**config.mk**
```make
export PLATFORM = sky130hd
export DESIGN_NAME = led_blink_arbiter
export DESIGN_NICKNAME = d
export VERILOG_FILES = /design/src/rtl/led_blink_arbiter.sv
export SDC_FILE = /design/constraint.sdc
export NUM_CORES = 1
export LEC_CHECK = 0
export ABC_CLOCK_PERIOD_IN_PS = 2400
export BUFFER_PORTS_ARGS = -buffer_cell sky130_fd_sc_hd__buf_2
export CORE_AREA = 8 8 60 57
export CTS_CLUSTER_DIAMETER = 150
export DETAILED_ROUTE_END_ITERATION = 7
export DIE_AREA = 0 0 68 65
export GPL_ROUTABILITY_DRIVEN = 0
export HOLD_SLACK_MARGIN = 0.08
export PLACE_DENSITY = 0.74
export SYNTH_ARGS = -nofsm -noshare
export SYNTH_HDL_FRONTEND = slang
export SYNTH_SLANG_ARGS = --single-unit
```
**constraint.sdc**
```tcl
create_clock -name clk -period 2.4 [get_ports clk]
set_input_delay 0.48 -clock clk [delete_from_list [all_inputs] [get_ports clk]]
set_output_delay 0.48 -clock clk [all_outputs]
set_load 0.02 [all_outputs]
```
**src/rtl/led_blink_arbiter.sv**
```systemverilog
// Round-robin arbiter that shares one active-low status LED between requesters.
// Each grant plays N one-tick blinks followed by a fixed dark gap, all paced by `tick`.
module led_blink_arbiter #(
    parameter int unsigned NUM_REQ   = 4,
    parameter int unsigned COUNT_W   = 4,
    parameter int unsigned GAP_TICKS = 4,
    localparam int unsigned IdW      = (NUM_REQ > 1) ? $clog2(NUM_REQ) : 1,
    localparam int unsigned GapW     = (GAP_TICKS > 1) ? $clog2(GAP_TICKS) : 1
) (
    input  logic                       clk,
    input  logic                       rst,
    input  logic                       tick,
    input  logic [NUM_REQ-1:0]         req,
    input  logic [NUM_REQ*COUNT_W-1:0] count,
    output logic                       nLED,
    output logic                       busy,
    output logic [IdW-1:0]             active_id,
    output logic [NUM_REQ-1:0]         done
);

    typedef enum logic [1:0] {StIdle, StOn, StOff, StGap} state_e;

    state_e             state_q;
    logic [COUNT_W-1:0] rem_q;
    logic [GapW-1:0]    gcnt_q;
    logic [IdW-1:0]     last_q;

    logic               grant_valid;
    logic [IdW-1:0]     grant_id;
    logic [COUNT_W-1:0] grant_count;
    int unsigned        idx;

    // Walk downward so the requester closest after last_q is the final (winning) assignment.
    always_comb begin
        grant_valid = 1'b0;
        grant_id    = '0;
        idx         = 0;
        for (int unsigned k = NUM_REQ; k >= 1; k--) begin
            idx = 32'(last_q) + k;
            if (idx >= NUM_REQ) begin
                idx = idx - NUM_REQ;
            end
            if (req[idx[IdW-1:0]]) begin
                grant_valid = 1'b1;
                grant_id    = idx[IdW-1:0];
            end
        end
    end

    always_comb begin
        grant_count = '0;
        for (int unsigned i = 0; i < NUM_REQ; i++) begin
            if (grant_id == IdW'(i)) begin
                grant_count = count[i*COUNT_W +: COUNT_W];
            end
        end
    end

    always_ff @(posedge clk) begin
        if (rst) begin
            state_q   <= StIdle;
            rem_q     <= '0;
            gcnt_q    <= '0;
            last_q    <= IdW'(NUM_REQ - 1);
            active_id <= '0;
            nLED      <= 1'b1;
            busy      <= 1'b0;
            done      <= '0;
        end else begin
            done <= '0;
            if (tick) begin
                unique case (state_q)
                    StIdle: begin
                        if (grant_valid) begin
                            active_id <= grant_id;
                            last_q    <= grant_id;
                            busy      <= 1'b1;
                            rem_q     <= grant_count;
                            if (grant_count != '0) begin
                                state_q <= StOn;
                                nLED    <= 1'b0;
                            end else begin
                                state_q <= StGap;
                                gcnt_q  <= GapW'(GAP_TICKS - 1);
                            end
                        end
                    end
                    StOn: begin
                        state_q <= StOff;
                        nLED    <= 1'b1;
                        rem_q   <= rem_q - 1'b1;
                    end
                    StOff: begin
                        if (rem_q != '0) begin
                            state_q <= StOn;
                            nLED    <= 1'b0;
                        end else begin
                            state_q <= StGap;
                            gcnt_q  <= GapW'(GAP_TICKS - 1);
                        end
                    end
                    StGap: begin
                        if (gcnt_q != '0) begin
                            gcnt_q <= gcnt_q - 1'b1;
                        end else begin
                            state_q         <= StIdle;
                            busy            <= 1'b0;
                            done[active_id] <= 1'b1;
                        end
                    end
                    default: state_q <= StIdle;
                endcase
            end
        end
    end

endmodule

```
**Word-level counts from Yosys, hierarchy flattened**

Index checks and enable logic that the tools add are counted.
W data, S select, Z words.

- Register bits: 18
- Input port bits: 23

- Add/sub/neg operators: 10
- Order comparisons: 10
- Equality and inequality tests: 13
- Mux-type cells: 45
- Bitwise gates (word level): 2
- Reduce and logical (&&, ||, !) cells: 17

Operators with widths:

| cell | count |
|---|---|
| $mux W2 | 16 |
| $mux W4 | 5 |
| $lt A2 B3 Y1 const B | 5 |
| $mux W1 | 14 |
| $ne A2 B2 Y1 const B | 7 |
| $sub A2 B1 Y2 const B | 5 |
| $ge A3 B3 Y1 const B | 3 |
| $reduce_and A3 Y1 | 3 |
| $bmux W1 S2 | 4 |
| $eq A2 B2 Y1 const B | 4 |
| $pmux W2 S4 | 1 |
| $pmux W4 S2 | 1 |
| $reduce_bool A4 Y1 | 2 |
| $add A2 B2 Y3 const B | 2 |
| $pmux W2 S3 | 1 |
| $reduce_and A6 Y1 | 1 |
| $reduce_bool A2 Y1 | 3 |
| $reduce_bool A3 Y1 | 2 |
| $reduce_and A5 Y1 | 1 |
| $add A2 B3 Y4 const B | 1 |
| $eq A2 B1 Y1 const B | 2 |
| $ge A4 B3 Y1 const B | 1 |
| $logic_not A2 Y1 | 2 |
| $reduce_and A4 Y1 | 1 |
| 9 further kinds | 10 |

**Longest topological paths before layout**

Gate-level depths: netlist of run 1.

- Word-level depth: 18
- Gate-level depth with buffers: 8

**Least setup slack after synthesis of run 1**

Ideal clock, no wire load.

- Path type: input port to flip-flop
- From: input req[0]
- To: register gcnt_q[0]
- Library setup time: 142 ps
- Arrival: 1755 ps
- Data required time: 2258 ps
- Slack: 503 ps
- Stages on the path: 6
- Path through: or4_1 > buf_2 > a211o_1 > and3_4 > o21ai_2 > a311oi_2

- Word-level cells in the longest chain between the ends: 14
- Elaborated cells between the ends (all ways): 28
- Classes of those cells: eq/ne (5); mux (20); reduce/logical (3)

Ends and longest elaborated chain:

| item | line | text |
|---|---|---|
| start: declaration | 13 | `input logic [NUM_REQ-1:0] req,` |
| $bmux W1 S2 | 43 | `if (req[idx[IdW-1:0]]) begin` |
| $mux W1 (not written as such) | 43 |  |
| $mux W2 (4 in a row) | 43 |  |
| $logic_not A2 Y1 | 53 | `if (grant_id == IdW'(i)) begin` |
| $mux W4 (4 in a row) | 53 |  |
| $reduce_bool A4 Y1 | 79 | `if (grant_count != '0) begin` |
| $ne A2 B2 Y1 (no source line) | - |  |
| $reduce_and A6 Y1 (no source line) * | - |  |
| end signal: assignment | 84 | `gcnt_q <= GapW'(GAP_TICKS - 1);` |
| end signal: assignment | 99 | `gcnt_q <= GapW'(GAP_TICKS - 1);` |
| end signal: assignment | 104 | `gcnt_q <= gcnt_q - 1'b1;` |
| end: declaration | 25 | `logic [GapW-1:0] gcnt_q;` |

Every way passes the cells marked *; elsewhere a longest branch is shown, timed or not. The select of a mux whose other input is x is not followed.
A chain may end at the register's enable or synchronous reset.

**Worst setup path after layout of run 1**

Ends and elaborated chain as after synthesis.

==> flow_summary.toml, run 1 <==
[outcome]
status = "completed"

[hold_path]
hp-class = "reg2reg"

[logic_synthesis]
syn_nets = 159
synth_ff_type = "dfxtp_1"
synth_top_area_frac = 0.312
netlist_area_sq_um = 1150
yosys.area.top_type = "dfxtp_1"
syn_avg_cell_area_sq_um = 8.62
synth-seq-area-share = 0.312
ys_top_cells_by_area = "dfxtp_1 (31%), mux2i_1 (9.5%), mux2_2 (3.9%)"
yosysUniqueCellTypes = 44
synth_edf_count = 0
syn_inst = 134
ys.warnings.count = 0
synthTopCellsByCount = "dfxtp_1 (18), mux2i_1 (11), nor2_1 (10)"
synth.most_common_cell = "dfxtp_1"
synthArstFlopShare = 0
ys_seq_elements = 18

[timing]
hold_slack_ns = 0.495
finalSetupViolations = 0
fmax_mhz = 538
tns_ns = 0
period_minus_slack_ns = 1.86
hold_violations = 0
drv_slew = 0
fin_skew_ns = 0.00159
worstMarginPinSlew_ns = 0.546
setup_ws_ns = 0.543
max_slew_margin = 0.636
fin_crit_sh = 0.774
rsz0062_at_grt = "no"

[critical_path]
worst-path-buf-inv = 1
crit_required_ns = 2.56
cp-start-kind = "primary input"
crit_path_max_fanout = 9
crit_arrival_ns = 2.02
critPathSlowestCell = "or4_1"
crit_type = "in2reg"
path_delay_family = "simple AND/OR/NAND/NOR gates"
crit_path_max_incr_delay_ns = 0.71
end_kind = "flip-flop"
crit_chain = "buf_2 > or4_1 > a211o_1 > and3_4 > o21ai_2 > a311oi_2"

[cells_and_area]
antenna_cells = 0
drive_above_1_share = 0.280
final_util = 0.563
fillers = 237
nets = 187
area_delta_synth_final_pct = 16.0

[clock_network]
post-cts-setup-buffers = 0
clock-root-buffer = "clkbuf_4"
clock_sinks = 18
cts_buffers = 3
h-tree-depth = 1
clkLatencyLatePin_ns = 0.29
cts.path.max_buffers = 2
cts_tree = "built"
ctsHoldBuffers = 0
ctsResizeCount = 0
cts.clk_slew.worst_paths_ns = 0.10

[placed_design]
port-buffer-count = 30
pre_cts_ws_ns = 0.239
hpwl_microns = 2420

[grt]
grt_usage = 0.140
grt_pass1_wl_microns = 4880
grt_pass1_vias = 1077
grt-ovfl-total = 0
grt_max_degree = 19
antenna_found_initial = 0

[floorplan]
boundaryPins = 31
die-area_sq_um = 4420
floorplan.rows = 17
start_util = 0.485
coreArea_sq_um = 2380
die_w_microns = 68
fp.dieH_microns = 65

[drt]
vias_per_cell = 5.94
wl_per_cell_microns = 15.9
route.detailed.drc = 0
wirelength_microns = 3000
ant_nets = 0
firstDrtPassIters = 4
drt_iter0_markers = 60
via_count = 1123

[power]
power.density_cell_area_nw_per_um2 = 586
ir_drop_mv = 0.455
leakage_uw = 0.000585

[flow_run]
drv_cap = 0
[layer usage]
metal | up-vias | routed length [microns] | GRT usage
li1 | 568 | - | -
met1 | 527 | 1250 | 0.153
met2 | 26 | 1560 | 0.258
met3 | 2 | 164 | 0.0395
met4 | 0 | 17 | 0.0230
met5 | - | 0 | 0
[logic make-up after synthesis]
kind of cell    Yosys count  share of synthesized area
simple gates             42                      0.205
compound gates           41                      0.257
flops                    18                      0.312
mux                      16                      0.147
buf+inv                  15                     0.0574
fa+ha+maj                 2                     0.0217
[stage by stage]
stage / std cells / total power [uW] / cell area [sq um]
global route: 189 / 827 / 1340
global placement: 185 / 590 / 1300
CTS: 189 / 789 / 1340
finish: 189 / 786 / 1340
detailed placement: 185 / 604 / 1300
floorplan: 134 / 538 / 1150
[power breakdown]
| part | internal [uW] | switching, uW |
|---|---|---|
| combinational | 110 | 129 |
| clock | 92.4 | 94.6 |
| sequential | 326 | 34.2 |
| total | 528 | 258 |
[layout by cell type (no fill, tap or decap), types with 2 or more instances in the layout]
cell type and instances:
o21ai_1 2, nand2b_1 3, o21ai_0 8, clkbuf_4 3, o22ai_1 2, nor2_1 10
nor2b_1 2, buf_2 30, o21ai_2 2, nand2_1 7, a31oi_1 6, dfxtp_1 18
a21oi_1 6, nor3b_1 2, nor4_1 5, ha_1 2, nand3_1 2, inv_1 8
mux2_2 4, nor3_1 2, a211o_1 4, and4_1 2, mux2i_1 11
[cell type report]
type / instances / area [sq um] / area share
sequential: 18 / 360 / 0.269
clock buffer: 4 / 36.3 / 0.0271
timing repair buffer: 30 / 150 / 0.112
inverter: 8 / 30.0 / 0.0224
multi-input combinational: 101 / 728 / 0.543
tap: 28 / 35.0 / 0.0261
[sequential cells by signal (all words and copies together) (netlist names)]
| signal | flops |
|---|---|
| active_id | 2 |
| state_q | 2 |
| nLED | 1 |
| busy | 1 |
| rem_q | 4 |
| last_q | 2 |
| done | 4 |
| gcnt_q | 2 |
[final timing paths]
kind / startpoint / endpoint / slack [ns] / cells after the start
setup / recovery: req[0] / gcnt_q[0] / 0.54 / 6
hold / removal: active_id[0] / done[2] / 0.50 / 1
setup reg to reg: state_q[1] / gcnt_q[0] / 0.61 / 6
hold reg to reg: active_id[0] / done[2] / 0.50 / 1
[worst register-to-register path, delay by kind of cell, from the launching register on]
family | cells | cell delay (ns)
compound gates | 3 | 0.44
buf+inv | 1 | 0.15
flops | 1 | 0.48
simple gates | 2 | 0.65
Note: power is estimated with default switching activity, not from simulation.
==> inputs of run 2 (changes only) <==
--- a/config.mk
+++ b/config.mk
@@ -5,7 +5,7 @@
 export SDC_FILE = /design/constraint.sdc
 export NUM_CORES = 1
 export LEC_CHECK = 0
-export ABC_CLOCK_PERIOD_IN_PS = 2400
+export ABC_CLOCK_PERIOD_IN_PS = 1830
 export BUFFER_PORTS_ARGS = -buffer_cell sky130_fd_sc_hd__buf_2
 export CORE_AREA = 8 8 60 57
 export CTS_CLUSTER_DIAMETER = 150
==> constraint.sdc (replaced) <==
create_clock -name clk -period 1.83 [get_ports clk]
set_input_delay 0.366 -clock clk [delete_from_list [all_inputs] [get_ports clk]]
set_output_delay 0.366 -clock clk [all_outputs]
set_load 0.02 [all_outputs]
==> flow_summary.toml, run 2 (synthesis gave the netlist of run 1 again) <==
[cells_and_area]
antenna_cells = 0
final_cell_count_no_fill = 207
area_delta_synth_final_pct = 27.8
reg_top3 = "done (4), rem_q (4)"
nets = 205
drive_above_1_share = 0.358
final_util = 0.620
layout.cells.most_common = "buf_2"
layout_common_cells = "buf_2 (30), dfxtp_1 (18), buf_4 (18), mux2i_1 (11), nor2_1 (10)"

[critical_path]
cp-start-kind = "flip-flop"
crit_arrival_ns = 1.94
crit_path_max_incr_delay_ns = 0.41
crit_required_ns = 2.05
regToRegEndpoint = "gcnt_q[0]"
ff2ff_setup_slack_ns = 0.11
cp.depth = 5
rr_startpoint = "last_q[0]"
critPathSlowestCell = "a211o_2"
crit_chain = "nand2b_2 > a21oi_1 > a211o_2 > mux2_4 > a311oi_2"
path_delay_family = "compound AO/OA/AOI/OAI gates"
crit_type = "reg2reg"
startpoint = "last_q[0]"
crit_path_max_fanout = 7
worst-path-buf-inv = 0
end_kind = "flip-flop"
rr_worst_depth = 5

[timing]
fin_crit_sh = 0.938
drv_slew = 0
hold_violations = 0
worstMarginPinSlew_ns = 0.580
max_slew_margin = 0.613
fin_skew_ns = 0.00151
fmax_mhz = 582
finalSetupViolations = 0
rsz0062_at_grt = "no"
period_minus_slack_ns = 1.72

[clock_network]
cts_tree = "built"
cts.path.max_buffers = 2
clock_sinks = 18
clkLatencyLatePin_ns = 0.30
clock-root-buffer = "clkbuf_4"
h-tree-depth = 1
cts.clk_slew.worst_paths_ns = 0.10
ctsResizeCount = 0
post-cts-setup-buffers = 0
ctsHoldBuffers = 0
cts_buffers = 3

[grt]
grt-ovfl-total = 0
grt_pass1_vias = 1184
grt_max_degree = 19
grt_usage = 0.145
antenna_found_initial = 0
grt_pass1_wl_microns = 5130

[hold_path]
hp-class = "in2reg"
hold_end = "active_id[1]"
min_delay_path_depth = 2
hold_path_startpoint = "rst"

[floorplan]
coreArea_sq_um = 2380
start_util = 0.485
fp.dieH_microns = 65
die-area_sq_um = 4420
die_w_microns = 68
floorplan.rows = 17
boundaryPins = 31

[drt]
wirelength_microns = 3010
firstDrtPassIters = 4
route.detailed.drc = 0
via_count = 1207
vias_per_cell = 5.83
drt_iter0_markers = 61
wl_per_cell_microns = 14.6
ant_nets = 0

[power]
leakage_uw = 0.000669
power.density_cell_area_nw_per_um2 = 733
ir_drop_mv = 0.463

[placed_design]
port-buffer-count = 30
hpwl_microns = 2440
placed_cells = 203

[flow_run]
drv_cap = 0

[outcome]
status = "completed"
## run 2: changes by cell type in the layout (fill, tap and decap cells not counted)
cell / change
buf_4: +18
a211o_1: -1
a211o_2: +1
## run 2: how the worst max path moves through the flow
stage	endpoint	slack (ns)
finish	gcnt_q[0]	0.11
detailed placement	gcnt_q[0]	-0.12
CTS	gcnt_q[0]	0.09
global route	gcnt_q[0]	0.04
global placement	gcnt_q[0]	-0.08
floorplan	gcnt_q[0]	0.05
## run 2: where the power goes
part | total, uW | internal (uW) | switching (uW)
combinational | 365 | 185 | 180
clock | 249 | 121 | 127
sequential | 469 | 427 | 41.3
total | 1080 | 734 | 349
## run 2: layer usage
layer | part of all wire | GRT usage | wire length [microns] | vias up
met3 | 0.064 | 0.0481 | 194 | 4
met4 | 0.0083 | 0.0384 | 25 | 0
met2 | 0.50 | 0.254 | 1510 | 31
li1 | - | - | - | 597
met1 | 0.43 | 0.162 | 1280 | 575
met5 | 0 | 0 | 0 | -
## run 2: worst register-to-register path, cell delays in order (launching register included)
cell and delay, ns:
dfxtp_1 0.40, nand2b_2 0.15, a21oi_1 0.06, a211o_2 0.41, mux2_4 0.36, a311oi_2 0.26
## run 2: layout make-up
class	count	area, sq um
inverter	8	30.0
multi-input combinational	101	729
clock buffer	4	36.3
fill	216	906
tap	28	35.0
timing repair buffer	48	285
sequential	18	360
## run 2: stage by stage
stage          total power, uW  setup WS, ns  TNS (ns)  instance area (sq um)  hold WS (ns)
3_5_place_dp               839        -0.119    -0.538                   1440         0.489
3_3_place_gp               823       -0.0803    -0.266                   1440         0.462
5_1_grt                   1150        0.0423         0                   1480         0.409
2_1_floorplan              705        0.0469         0                   1150         0.456
6_report                  1080         0.113         0                   1480         0.413
4_1_cts                   1090        0.0903         0                   1480         0.401
==> inputs of run 3 (changes only) <==
--- a/config.mk
+++ b/config.mk
@@ -7,13 +7,12 @@
 export LEC_CHECK = 0
 export ABC_CLOCK_PERIOD_IN_PS = 1830
 export BUFFER_PORTS_ARGS = -buffer_cell sky130_fd_sc_hd__buf_2
-export CORE_AREA = 8 8 60 57
+export CORE_AREA = 8 8 66 62
 export CTS_CLUSTER_DIAMETER = 150
 export DETAILED_ROUTE_END_ITERATION = 7
-export DIE_AREA = 0 0 68 65
+export DIE_AREA = 0 0 74 70
 export GPL_ROUTABILITY_DRIVEN = 0
 export HOLD_SLACK_MARGIN = 0.08
-export PLACE_DENSITY = 0.74
 export SYNTH_ARGS = -nofsm -noshare
 export SYNTH_HDL_FRONTEND = slang
 export SYNTH_SLANG_ARGS = --single-unit
==> flow_summary.toml, run 3 (synthesis gave the netlist of run 1 again) <==
[clock_network]
cts.clk_slew.worst_paths_ns = 0.12
clkLatencyLatePin_ns = 0.30
cts_tree = "built"
post-cts-setup-buffers = 0
ctsHoldBuffers = 0
cts.path.max_buffers = 2
clock_sinks = 18
h-tree-depth = 1
cts_buffers = 3
clock-root-buffer = "clkbuf_4"
ctsResizeCount = 0

[placed_design]
hpwl_microns = 2470
port-buffer-count = 30
placed_cells = 217
pre_cts_ws_ns = -0.130

[power]
finalPower_uw = 1090
power.density_cell_area_nw_per_um2 = 728
leakage_uw = 0.000670
ir_drop_mv = 0.343

[grt]
grt-ovfl-total = 0
busiest_layer = "met2"
grt_pass1_wl_microns = 5050
grt_usage = 0.119
antenna_found_initial = 0
grt_use_met3 = 0.0357
use_met1 = 0.144
use_met2 = 0.199
grt_max_degree = 19
grt_pass1_vias = 1162

[drt]
wirelength_microns = 3090
vias_per_cell = 5.42
drt_iter0_markers = 73
wl_per_cell_microns = 14.0
via_count = 1197
route.detailed.drc = 0
firstDrtPassIters = 4
ant_nets = 0

[critical_path]
crit_arrival_ns = 1.96
crit_type = "reg2reg"
crit_path_max_fanout = 7
cp-start-kind = "flip-flop"
crit_required_ns = 2.04
end_kind = "flip-flop"

[cells_and_area]
drive_above_1_share = 0.363
nets = 205
fillers = 290
area_delta_synth_final_pct = 29.5
reg_top3 = "done (4), rem_q (4)"
layout_common_cells = "buf_2 (30), buf_4 (18), dfxtp_1 (17), mux2i_1 (11), nor2_1 (10)"
layout.cells.most_common = "buf_2"
final_cell_count_no_fill = 221
antenna_cells = 0

[timing]
worstMarginPinSlew_ns = 0.557
finalSetupViolations = 0
fmax_mhz = 570
hold_violations = 0
tns_ns = 0
drv_slew = 0
rsz0062_at_grt = "no"
fin_skew_ns = 0.0116
hold_slack_ns = 0.418
max_slew_margin = 0.628
fin_crit_sh = 0.959
period_minus_slack_ns = 1.76
setup_ws_ns = 0.0746

[floorplan]
die-area_sq_um = 5180
start_util = 0.389
fp.dieH_microns = 70
floorplan.rows = 19
boundaryPins = 31
die_w_microns = 74
coreArea_sq_um = 2970

[flow_run]
drv_cap = 0

[hold_path]
hp-class = "in2reg"

[outcome]
status = "completed"
[run 3: power by group]
group,internal (uW),switching [uW]
Clock,121,132
Sequential,428,40.6
Combinational,186,181
[run 3: final cells by class]
class	instances	area [sq um]	area share
Sequential cell	18	362	0.242
Multi-Input combinational cell	101	729	0.488
Clock buffer	4	36.3	0.0243
Inverter	8	30.0	0.0201
Tap cell	42	52.6	0.0351
Timing Repair Buffer	48	285	0.191
[run 3: path summary, 6_finish.rpt]
kind | start | end | slack, ns | depth (start not counted)
min | rst | busy | 0.42 | 2
max | last_q[0] | gcnt_q[0] | 0.07 | 5
min reg2reg | active_id[1] | done[2] | 0.50 | 2
max reg2reg | last_q[0] | gcnt_q[0] | 0.07 | 5
[run 3: stage by stage]
step	instance area, sq um	util
after floorplan	1150	-
after global placement	1460	0.490
after detailed placement	1460	0.490
after CTS	1490	0.502
after global routing	1500	0.503
final	1500	0.503
[run 3: worst max-delay path, cell delays in order (launching register included)]
cell	delay, ns
dfxtp_1	0.40
nand2b_2	0.18
a21oi_1	0.07
a211o_2	0.38
mux2_4	0.36
a311oi_2	0.27
[run 3: routing by layer]
metal	routed length [microns]	share of wire	vias up
li1	-	-	602
met3	143	0.046	2
met2	1550	0.50	31
met5	0	0	-
met1	1380	0.45	562
met4	17	0.0055	0
